`src/rtl/branch_stats_tracker.sv`:
```
// Multi-port branch prediction statistics with streak tracking, sticky overflow and a registered read port.
// Updates land on the next edge; read data appears one cycle after rd_req. No backpressure: every update and read is accepted.
module branch_stats_tracker #(
   parameter int NUM_PORTS = 2,
   parameter int CNT_WIDTH = 32,
   parameter int SATURATE  = 1
) (
   input  logic                 CLK,
   input  logic                 nRST,
   input  logic [NUM_PORTS-1:0] update_predictor,
   input  logic [NUM_PORTS-1:0] prediction,
   input  logic [NUM_PORTS-1:0] branch_result,
   input  logic                 freeze,
   input  logic                 clear,
   input  logic                 rd_req,
   input  logic [2:0]           rd_sel,
   output logic                 rd_valid,
   output logic [CNT_WIDTH-1:0] rd_data,
   output logic                 overflow
);

   localparam int IW = $clog2(NUM_PORTS + 1);

   // Index 7 is max_streak; 0..6 follow the rd_sel encoding.
   localparam int C_PRED = 0;
   localparam int C_MISP = 1;
   localparam int C_CORR = 2;
   localparam int C_PTKN = 3;
   localparam int C_PNTK = 4;
   localparam int C_TINC = 5;
   localparam int C_NINC = 6;
   localparam int C_MAXS = 7;

   logic [CNT_WIDTH-1:0] cnt_q [8];
   logic [CNT_WIDTH-1:0] cnt_d [8];
   logic [CNT_WIDTH-1:0] cur_streak_q, cur_streak_d;
   logic                 overflow_q, overflow_d;
   logic                 rd_valid_q, rd_valid_d;
   logic [CNT_WIDTH-1:0] rd_data_q, rd_data_d;

   logic [IW-1:0]        inc     [7];
   logic [CNT_WIDTH:0]   sum     [7];
   logic [CNT_WIDTH-1:0] upd_val [7];
   logic [CNT_WIDTH-1:0] cur_s, max_s;
   logic                 streak_ovf, ovf_any, misp;

   always_comb begin
      for (int k = 0; k < 7; k++) inc[k] = '0;
      cur_s      = cur_streak_q;
      max_s      = cnt_q[C_MAXS];
      streak_ovf = 1'b0;
      misp       = 1'b0;

      // Walk ports oldest-first so the streak peak inside a cycle is captured.
      for (int i = 0; i < NUM_PORTS; i++) begin
         if (update_predictor[i]) begin
            misp = prediction[i] != branch_result[i];
            inc[C_PRED] = inc[C_PRED] + IW'(1);
            if (prediction[i]) inc[C_PTKN] = inc[C_PTKN] + IW'(1);
            else               inc[C_PNTK] = inc[C_PNTK] + IW'(1);
            if (misp) begin
               inc[C_MISP] = inc[C_MISP] + IW'(1);
               if (prediction[i]) inc[C_TINC] = inc[C_TINC] + IW'(1);
               else               inc[C_NINC] = inc[C_NINC] + IW'(1);
               if (&cur_s) streak_ovf = 1'b1;
               else        cur_s = cur_s + CNT_WIDTH'(1);
               if (cur_s > max_s) max_s = cur_s;
            end else begin
               inc[C_CORR] = inc[C_CORR] + IW'(1);
               cur_s = '0;
            end
         end
      end

      ovf_any = streak_ovf;
      for (int k = 0; k < 7; k++) begin
         sum[k]     = {1'b0, cnt_q[k]} + {{(CNT_WIDTH + 1 - IW){1'b0}}, inc[k]};
         ovf_any    = ovf_any | sum[k][CNT_WIDTH];
         upd_val[k] = (sum[k][CNT_WIDTH] && (SATURATE != 0)) ? '1 : sum[k][CNT_WIDTH-1:0];
      end

      for (int k = 0; k < 8; k++) cnt_d[k] = cnt_q[k];
      cur_streak_d = cur_streak_q;
      overflow_d   = overflow_q;
      if (clear) begin
         for (int k = 0; k < 8; k++) cnt_d[k] = '0;
         cur_streak_d = '0;
         overflow_d   = 1'b0;
      end else if (!freeze) begin
         for (int k = 0; k < 7; k++) cnt_d[k] = upd_val[k];
         cnt_d[C_MAXS] = max_s;
         cur_streak_d  = cur_s;
         overflow_d    = overflow_q | ovf_any;
      end

      // Reads sample the registered state, so they see pre-update / pre-clear values.
      rd_valid_d = rd_req;
      rd_data_d  = rd_req ? cnt_q[rd_sel] : rd_data_q;
   end

   always_ff @(posedge CLK or negedge nRST) begin
      if (!nRST) begin
         for (int k = 0; k < 8; k++) cnt_q[k] <= '0;
         cur_streak_q <= '0;
         overflow_q   <= 1'b0;
         rd_valid_q   <= 1'b0;
         rd_data_q    <= '0;
      end else begin
         for (int k = 0; k < 8; k++) cnt_q[k] <= cnt_d[k];
         cur_streak_q <= cur_streak_d;
         overflow_q   <= overflow_d;
         rd_valid_q   <= rd_valid_d;
         rd_data_q    <= rd_data_d;
      end
   end

   assign rd_valid = rd_valid_q;
   assign rd_data  = rd_data_q;
   assign overflow = overflow_q;

endmodule

```
`config.mk`:
```
export PLATFORM = sky130hd
export DESIGN_NAME = branch_stats_tracker
export DESIGN_NICKNAME = d
export VERILOG_FILES = /design/src/rtl/branch_stats_tracker.sv
export SDC_FILE = /design/constraint.sdc
export NUM_CORES = 1
export LEC_CHECK = 0
export CORE_ASPECT_RATIO = 1.75
export CORE_MARGIN = 3
export CORE_UTILIZATION = 69
export DETAILED_ROUTE_END_ITERATION = 10
export PLACE_DENSITY = 0.87
export SKIP_CTS_REPAIR_TIMING = 1
export SYNTH_ARGS = -nofsm -noshare
export SYNTH_HDL_FRONTEND = slang
export SYNTH_SLANG_ARGS = --single-unit
```
`constraint.sdc`:
```
create_clock -name CLK -period 13.6 [get_ports CLK]
set_input_delay 2.72 -clock CLK [delete_from_list [all_inputs] [get_ports CLK]]
set_output_delay 2.72 -clock CLK [all_outputs]
set_load 0.01 [all_outputs]
```
==> impl_results.md, run 1 <==
* Status: finished, final reports clean
* Vias at 22399
* Achievable clock frequency at a little over 90 MHz
* GRT Overall Usage at between 40% and 50%
* Power per standard cell area at 88.3 mW/mm2
* Async SR Flop Fraction at between 90% and 100%
* Startpoint types: primary input
* Hold Crit Class: reg2reg
* Fillers at around 2300
* Core Util, Final at between 70% and 80%
* CTS tree: done
* Core area at 0.0324 mm2
* Count of buffers from port buffering at between 40 and 50
* Final-report max-slew violation count at 0
* Die area at around 0.035 mm2
* Worst Max-Slew Pin Slew at approximately 1.4 ns
* Hold path depth at 2
* Clock tree buffer depth at 3
* Post-DR vias/cell at ~7.5
* DR WL/cell at ~26 um
* Largest net degree at the start of global routing at just over 100
* Max-capacitance violation count at 0
* Post-synthesis register bit count at 322
* Netlist cell types at 92
* Setup tns final at 0 ns
* Initial Util at 70.5%
* Site Rows at slightly below 90
* Max_slew headroom at 5.86%
* Area Overhead vs Synth at 7.26%
* Pre-Repair DR Iteration Count at 6
* Worst VDD drop at around 0.000076 V
* Placer congestion estimate at about 1.0
* Worst-path clk slew at ~0.070 ns
* Most frequent cells after synthesis: 330 x nor2_1, 322 x dfrtp_1, 265 x a21oi_1, 155 x nand2_1, 141 x nand3_1
* Yosys top cell by area: dfrtp_1
* Crit Path Max Fanout at 21
* Routed Antenna Nets at 0
* Fin Hold WS at 0.521 ns
* Reg2reg start: cur_streak_q[4]$_DFFE_PN0P_
* Initial antenna violation count at 1
* Post-synth EDFFs at 0
* Hold Vio Cnt, Final at 0
* Unrepaired setup endpoints after global routing: no
* Worst EP required at between 10 and 15 ns
* DRT iter0 DRCs at around 2100
* Clock skew at 0.0149 ns
* Crit end category: flip-flop
* Final setup viols at 0
* Clk_lat worst skew at ~0.59 ns
* Syn nets at ~2700
* Critical R2R Capture: cnt_q[11]$_DFFE_PN0P_
* First-pass GRT wire length at 121000 um
* Height of the die at ~250 um
* Worst path arrival time at approximately 12 ns
* Hold endpoint: overflow$_DFFE_PN0P_
* Fin crit period at 11.05 ns
* Mapped Cells at around 2600
* Top post-synthesis cells by area: dfrtp_1 35%, mux4_2 6.3%, a21oi_1 5.8%
* Root buf cell: clkbuf_16
* Lkg Pwr at just over 0.01 uW
* Top cell type's share of synthesized area at around a third
* Synthesized cell area at between 0.02 and 0.025 mm2
* Sequential share of the synthesized area at about a third
* Synth Flop Type: dfrtp_1
* Count leader, synth: nor2_1
* Share of cells above drive strength 1 at under 10%
* Hold_sp: overflow$_DFFE_PN0P_
* YS warnings at 0
* Fin crit share at between 80% and 90%
* Sink Count at approximately 320
* Mean Syn Cell Area at around 8.7 um2
* # IOs at 48
* CTS buffer count at 30
* Routed WL at 78700 um
* Total gr overflow at 0
* Nets at approximately 2700
* DRC Markers at 0
* H-tree levels at 1
* Hpwl dp at around 57000 um
* Vias in the first global route at 22393
* Die W at between 100 and 150 um
* R2R depth at 26
* WS Path Type: in2reg
* Flop2flop setup slack at 3.49 ns
[cell usage in the layout, fill, tap and decap left out, types with 24 or more instances in the layout]
master,synthesis,final
a211oi_1,62,61
buf_4,5,40
and3_1,81,81
o21ai_0,112,112
a21oi_1,265,265
nand4_1,56,56
mux2i_1,44,44
nor3_1,102,100
a21o_1,24,24
mux4_2,64,64
dfrtp_1,322,322
clkdlybuf4s50_1,0,40
xnor2_1,37,37
clkbuf_16,0,31
inv_1,91,91
a22oi_1,25,25
nor2_1,330,329
ha_1,89,89
a31oi_1,34,34
nand3_1,141,141
and2_1,33,32
a311oi_1,49,49
nand2_1,155,155
[kinds of logic after synthesis]
kind of cell / count (synthesis) / share of synthesized area [%]
buf+inv: 268 / 4.61
fa+ha+maj: 96 / 5.48
mux: 112 / 8.43
compound gates: 722 / 20.5
simple gates: 1065 / 23.7
flops: 322 / 35.2
xor+xnor: 52 / 2.06
[worst max-delay path, stage by stage]
cell and delay [ns]:
clkdlybuf4s50_1 0.52, inv_1 0.09, ha_1 0.29, buf_4 0.25, nand2b_1 0.42, inv_1 0.56
nand2_1 0.11, o221ai_1 0.49, nand3_1 0.23, or4b_1 0.68, nor3_2 0.41, nand2_1 0.39
mux2i_1 0.49, inv_1 0.09, ha_1 0.33, nor2b_1 0.14, o21a_1 0.18, o21ai_0 0.79
a211oi_1 0.18, a211o_1 0.32, nor3_1 0.24, a211oi_2 0.12, buf_4 0.18, o21ai_0 0.47
nor2b_1 0.57, a22oi_1 0.19, o21ai_0 0.11
[per-stage QoR]
step | area [um2] | worst slack [ns] | instances | power, uW
2_1_floorplan | 22900 | 4.77 | 2637 | 1130
3_3_place_gp | 23400 | 2.67 | 2947 | 1230
3_5_place_dp | 23400 | 2.55 | 2947 | 1240
4_1_cts | 24500 | 3.12 | 3002 | 2150
5_1_grt | 24500 | 2.37 | 3004 | 2220
6_report | 24500 | 2.55 | 3004 | 2170
[registers in the layout (all words and copies together), names as in the netlist]
register / flops
cur_streak_q: 32
rd_data: 32
overflow: 1
cnt_q: 256
rd_valid: 1
[area by class of cell]
type,count,area (um2),area share (%)
multi-input cells,2047,13800,56.2
flip-flops and latches,322,8060,32.9
clock buffers,45,898,3.66
repair buffers,86,749,3.06
well taps,400,500,2.04
inverters,93,349,1.42
clock inverters,10,175,0.714
diodes,1,2.50,0.0102
[report_power, final]
part | internal (uW) | switching (uW) | total (uW)
logic | 72.9 | 169 | 242
clock network | 549 | 392 | 941
registers | 970 | 13.1 | 983
[worst max-delay path by stage]
stage / start / end / slack [ns] / cells past startpoint
final: prediction[0] / cnt_q[11]$_DFFE_PN0P_ / 2.55 / 27
after global routing: prediction[0] / cnt_q[19]$_DFFE_PN0P_ / 2.37 / 27
after CTS: prediction[0] / cnt_q[21]$_DFFE_PN0P_ / 3.12 / 27
after detailed placement: prediction[0] / cnt_q[11]$_DFFE_PN0P_ / 2.55 / 27
after global placement: prediction[0] / cnt_q[21]$_DFFE_PN0P_ / 2.67 / 27
after floorplan: prediction[0] / cnt_q[21]$_DFFE_PN0P_ / 4.77 / 29
[per-layer routing]
metal / global-route usage, % / vias up / routed length (um)
li1: - / 9776 / -
met1: 46.0 / 10719 / 24900
met2: 75.7 / 1412 / 39300
met4: 37.8 / 0 / 8450
met3: 6.87 / 492 / 6030
met5: 0 / - / 0
Note: power is estimated with default switching activity, not from simulation.
==> run 2, diff against run 1 <==
CORE_UTILIZATION = 64   (was 69)
PLACE_DENSITY = 0.82   (was 0.87)
clock period = 11.4 ns   (was 13.6 ns; I/O delays follow)
==> run 2 against run 1 <==
Register-to-register slack worse by 1.7 ns. First-iteration DRC count is 25% lower. Global-route usage is 4.5 points lower. Critical endpoint is now cnt_q[7]$_DFFE_PN0P_.
==> impl_results.md, run 2 (synthesis results as in run 1) <==
* Status: finished, final reports clean
* Worst EP required at about 12 ns
* Most frequent cells in the layout: 329 x nor2_1, 322 x dfrtp_1, 265 x a21oi_1
* H-tree levels at 1
* Core area at 0.0353 mm2
* Routed WL at approximately 76000 um
* Power per standard cell area at 105 mW/mm2
* Crit Path Max Fanout at 40
* Hold Crit Class: reg2reg
* GRT Overall Usage at just under 40%
* Total gr overflow at 0
* Area of the multi-input gates at approximately 0.014 mm2
* Max_slew headroom at 15.1%
* Commonest non-fill, non-tap cell in the layout: nor2_1
* Pre-Repair DR Iteration Count at 9
* Vias at approximately 22000
* Largest net degree at the start of global routing at ~130
* Switch Pwr at between 600 and 700 uW
* Fin crit period at around 9.6 ns
* Share of cells above drive strength 1 at about 8.5%
* Unrepaired setup endpoints after global routing: no
* Fin Hold WS at 0.527 ns
* Sink Count at 322
* Startpoint types: flip-flop
* DP Area at around 0.024 mm2
* Pint at 1890 uW
* DRC Markers at 0
* Setup tns final at 0 ns
* Clk_lat worst skew at 0.59 ns
* Tot Pwr at 2580 uW
* DRT iter0 DRCs at between 1500 and 2000
* Flop pwr share at between 40% and 50%
* Initial Util at between 60% and 70%
* Initial antenna violation count at 0
* CP max stage delay at approximately 0.9 ns
* Fillers at between 2000 and 3000
* CTS buffer count at 31
* Clock tree buffer depth at 3
* Worst VDD drop at about 0.00010 V
* Sequential cell area at 0.00806 mm2
* # IOs at 48
* Achievable clock frequency at ~100 MHz
* Worst-path clk slew at ~0.070 ns
* Post-DR vias/cell at around 7.1
* Die area at between 0.03 and 0.04 mm2
* Hold Vio Cnt, Final at 0
* Root buf cell: clkbuf_16
* Ant diodes at 0
* Placer congestion estimate at between 0.9 and 1
* Largest register FFs at roughly 260
* Fin crit share at roughly 84%
* Site Rows at ~90
* Vias in the first global route at 21996
* Final-report max-slew violation count at 0
* Max-capacitance violation count at 0
* CTS tree: done
* DR WL/cell at between 20 and 25 um
* Worst path arrival time at 10.10 ns
* Clock skew at ~0.025 ns
* CP max-delay cell: nor4_1
* Routed Antenna Nets at 0
* Comb pwr share at between 10 and 15%
* Clock share of power at between 40% and 50%
* Final setup viols at 0
* Largest reg by FF count: cnt_q
* Cell area after layout at about 0.025 mm2
* Area Overhead vs Synth at 7.93%
* First-pass GRT wire length at approximately 120000 um
* Die W at between 100 and 150 um
* Crit end category: flip-flop
* Height of the die at between 200 and 300 um
* Lkg Pwr at 0.0101 uW
* Count of buffers from port buffering at 47
* WS Path Type: reg2reg
* Sw Share at between 20% and 30%
* Hpwl dp at 56200 um
* Worst Max-Slew Pin Slew at between 1 and 1.5 ns
* Nets at about 2700
-- run 2: cell types whose count changed in the layout (fill, tap and decap cells not counted) --
cell,change
buf_4,+7
clkbuf_1,-4
clkinvlp_4,+4
clkbuf_8,-2
buf_2,-1
buf_6,+1
diode_2,-1
inv_6,+1
inv_8,+1
nor4_2,-1
nor4_4,+1
-- run 2: critical path, delay by kind of cell, from the launching register on --
kind	cells	cell delay [ns]
fa+ha+maj	2	0.54
buf+inv	3	0.74
simple gates	12	5.45
compound gates	11	2.24
flops	1	0.52
-- run 2: final timing paths --
kind                                        startpoint                endpoint  slack (ns)  cells past startpoint
setup reg to reg           cur_streak_q[5]$_DFFE_PN0P_    cnt_q[7]$_DFFE_PN0P_        1.79                     28
setup / recovery           cur_streak_q[5]$_DFFE_PN0P_    cnt_q[7]$_DFFE_PN0P_        1.79                     28
max in group asynchronous                         nRST   cnt_q[63]$_DFFE_PN0P_        8.04                      2
hold / removal                  cnt_q[174]$_DFFE_PN0P_  cnt_q[174]$_DFFE_PN0P_        0.53                      1
min in group asynchronous                         nRST  cnt_q[131]$_DFFE_PN0P_        1.78                      1
hold reg to reg                 cnt_q[174]$_DFFE_PN0P_  cnt_q[174]$_DFFE_PN0P_        0.53                      1
-- run 2: metal layers --
layer	GRT usage (%)	vias up	part of all wire (%)
met5	0	-	0
met4	32.1	0	10
met3	3.58	404	6.1
met2	69.0	1171	51
met1	43.2	10594	33
li1	-	9795	-
-- run 2: area by class of cell --
cell class	count	area share, %
clock buffer	39	3.47
clock inverter	16	0.913
inverter	93	1.41
multi-input combinational	2047	55.9
sequential	322	32.7
tap	465	2.36
timing repair buffer	93	3.28
-- run 2: through the flow --
| stage | utilization [%] | setup slack (ns) | cells |
|---|---|---|---|
| 2_1_floorplan | - | 3.01 | 2637 |
| 3_3_place_gp | 66.8 | 1.89 | 3020 |
| 3_5_place_dp | 66.8 | 1.71 | 3020 |
| 4_1_cts | 69.9 | 1.95 | 3075 |
| 5_1_grt | 69.9 | 1.26 | 3075 |
| 6_report | 69.9 | 1.79 | 3075 |
-- run 2: power by group through the flow --
stage	Sequential, uW	Clock, uW	Combinational [uW]
2_1_floorplan	1190	0	157
3_3_place_gp	1190	0	277
3_5_place_dp	1190	0	281
4_1_cts	1170	1130	282
5_1_grt	1170	1170	306
6_report	1170	1120	286
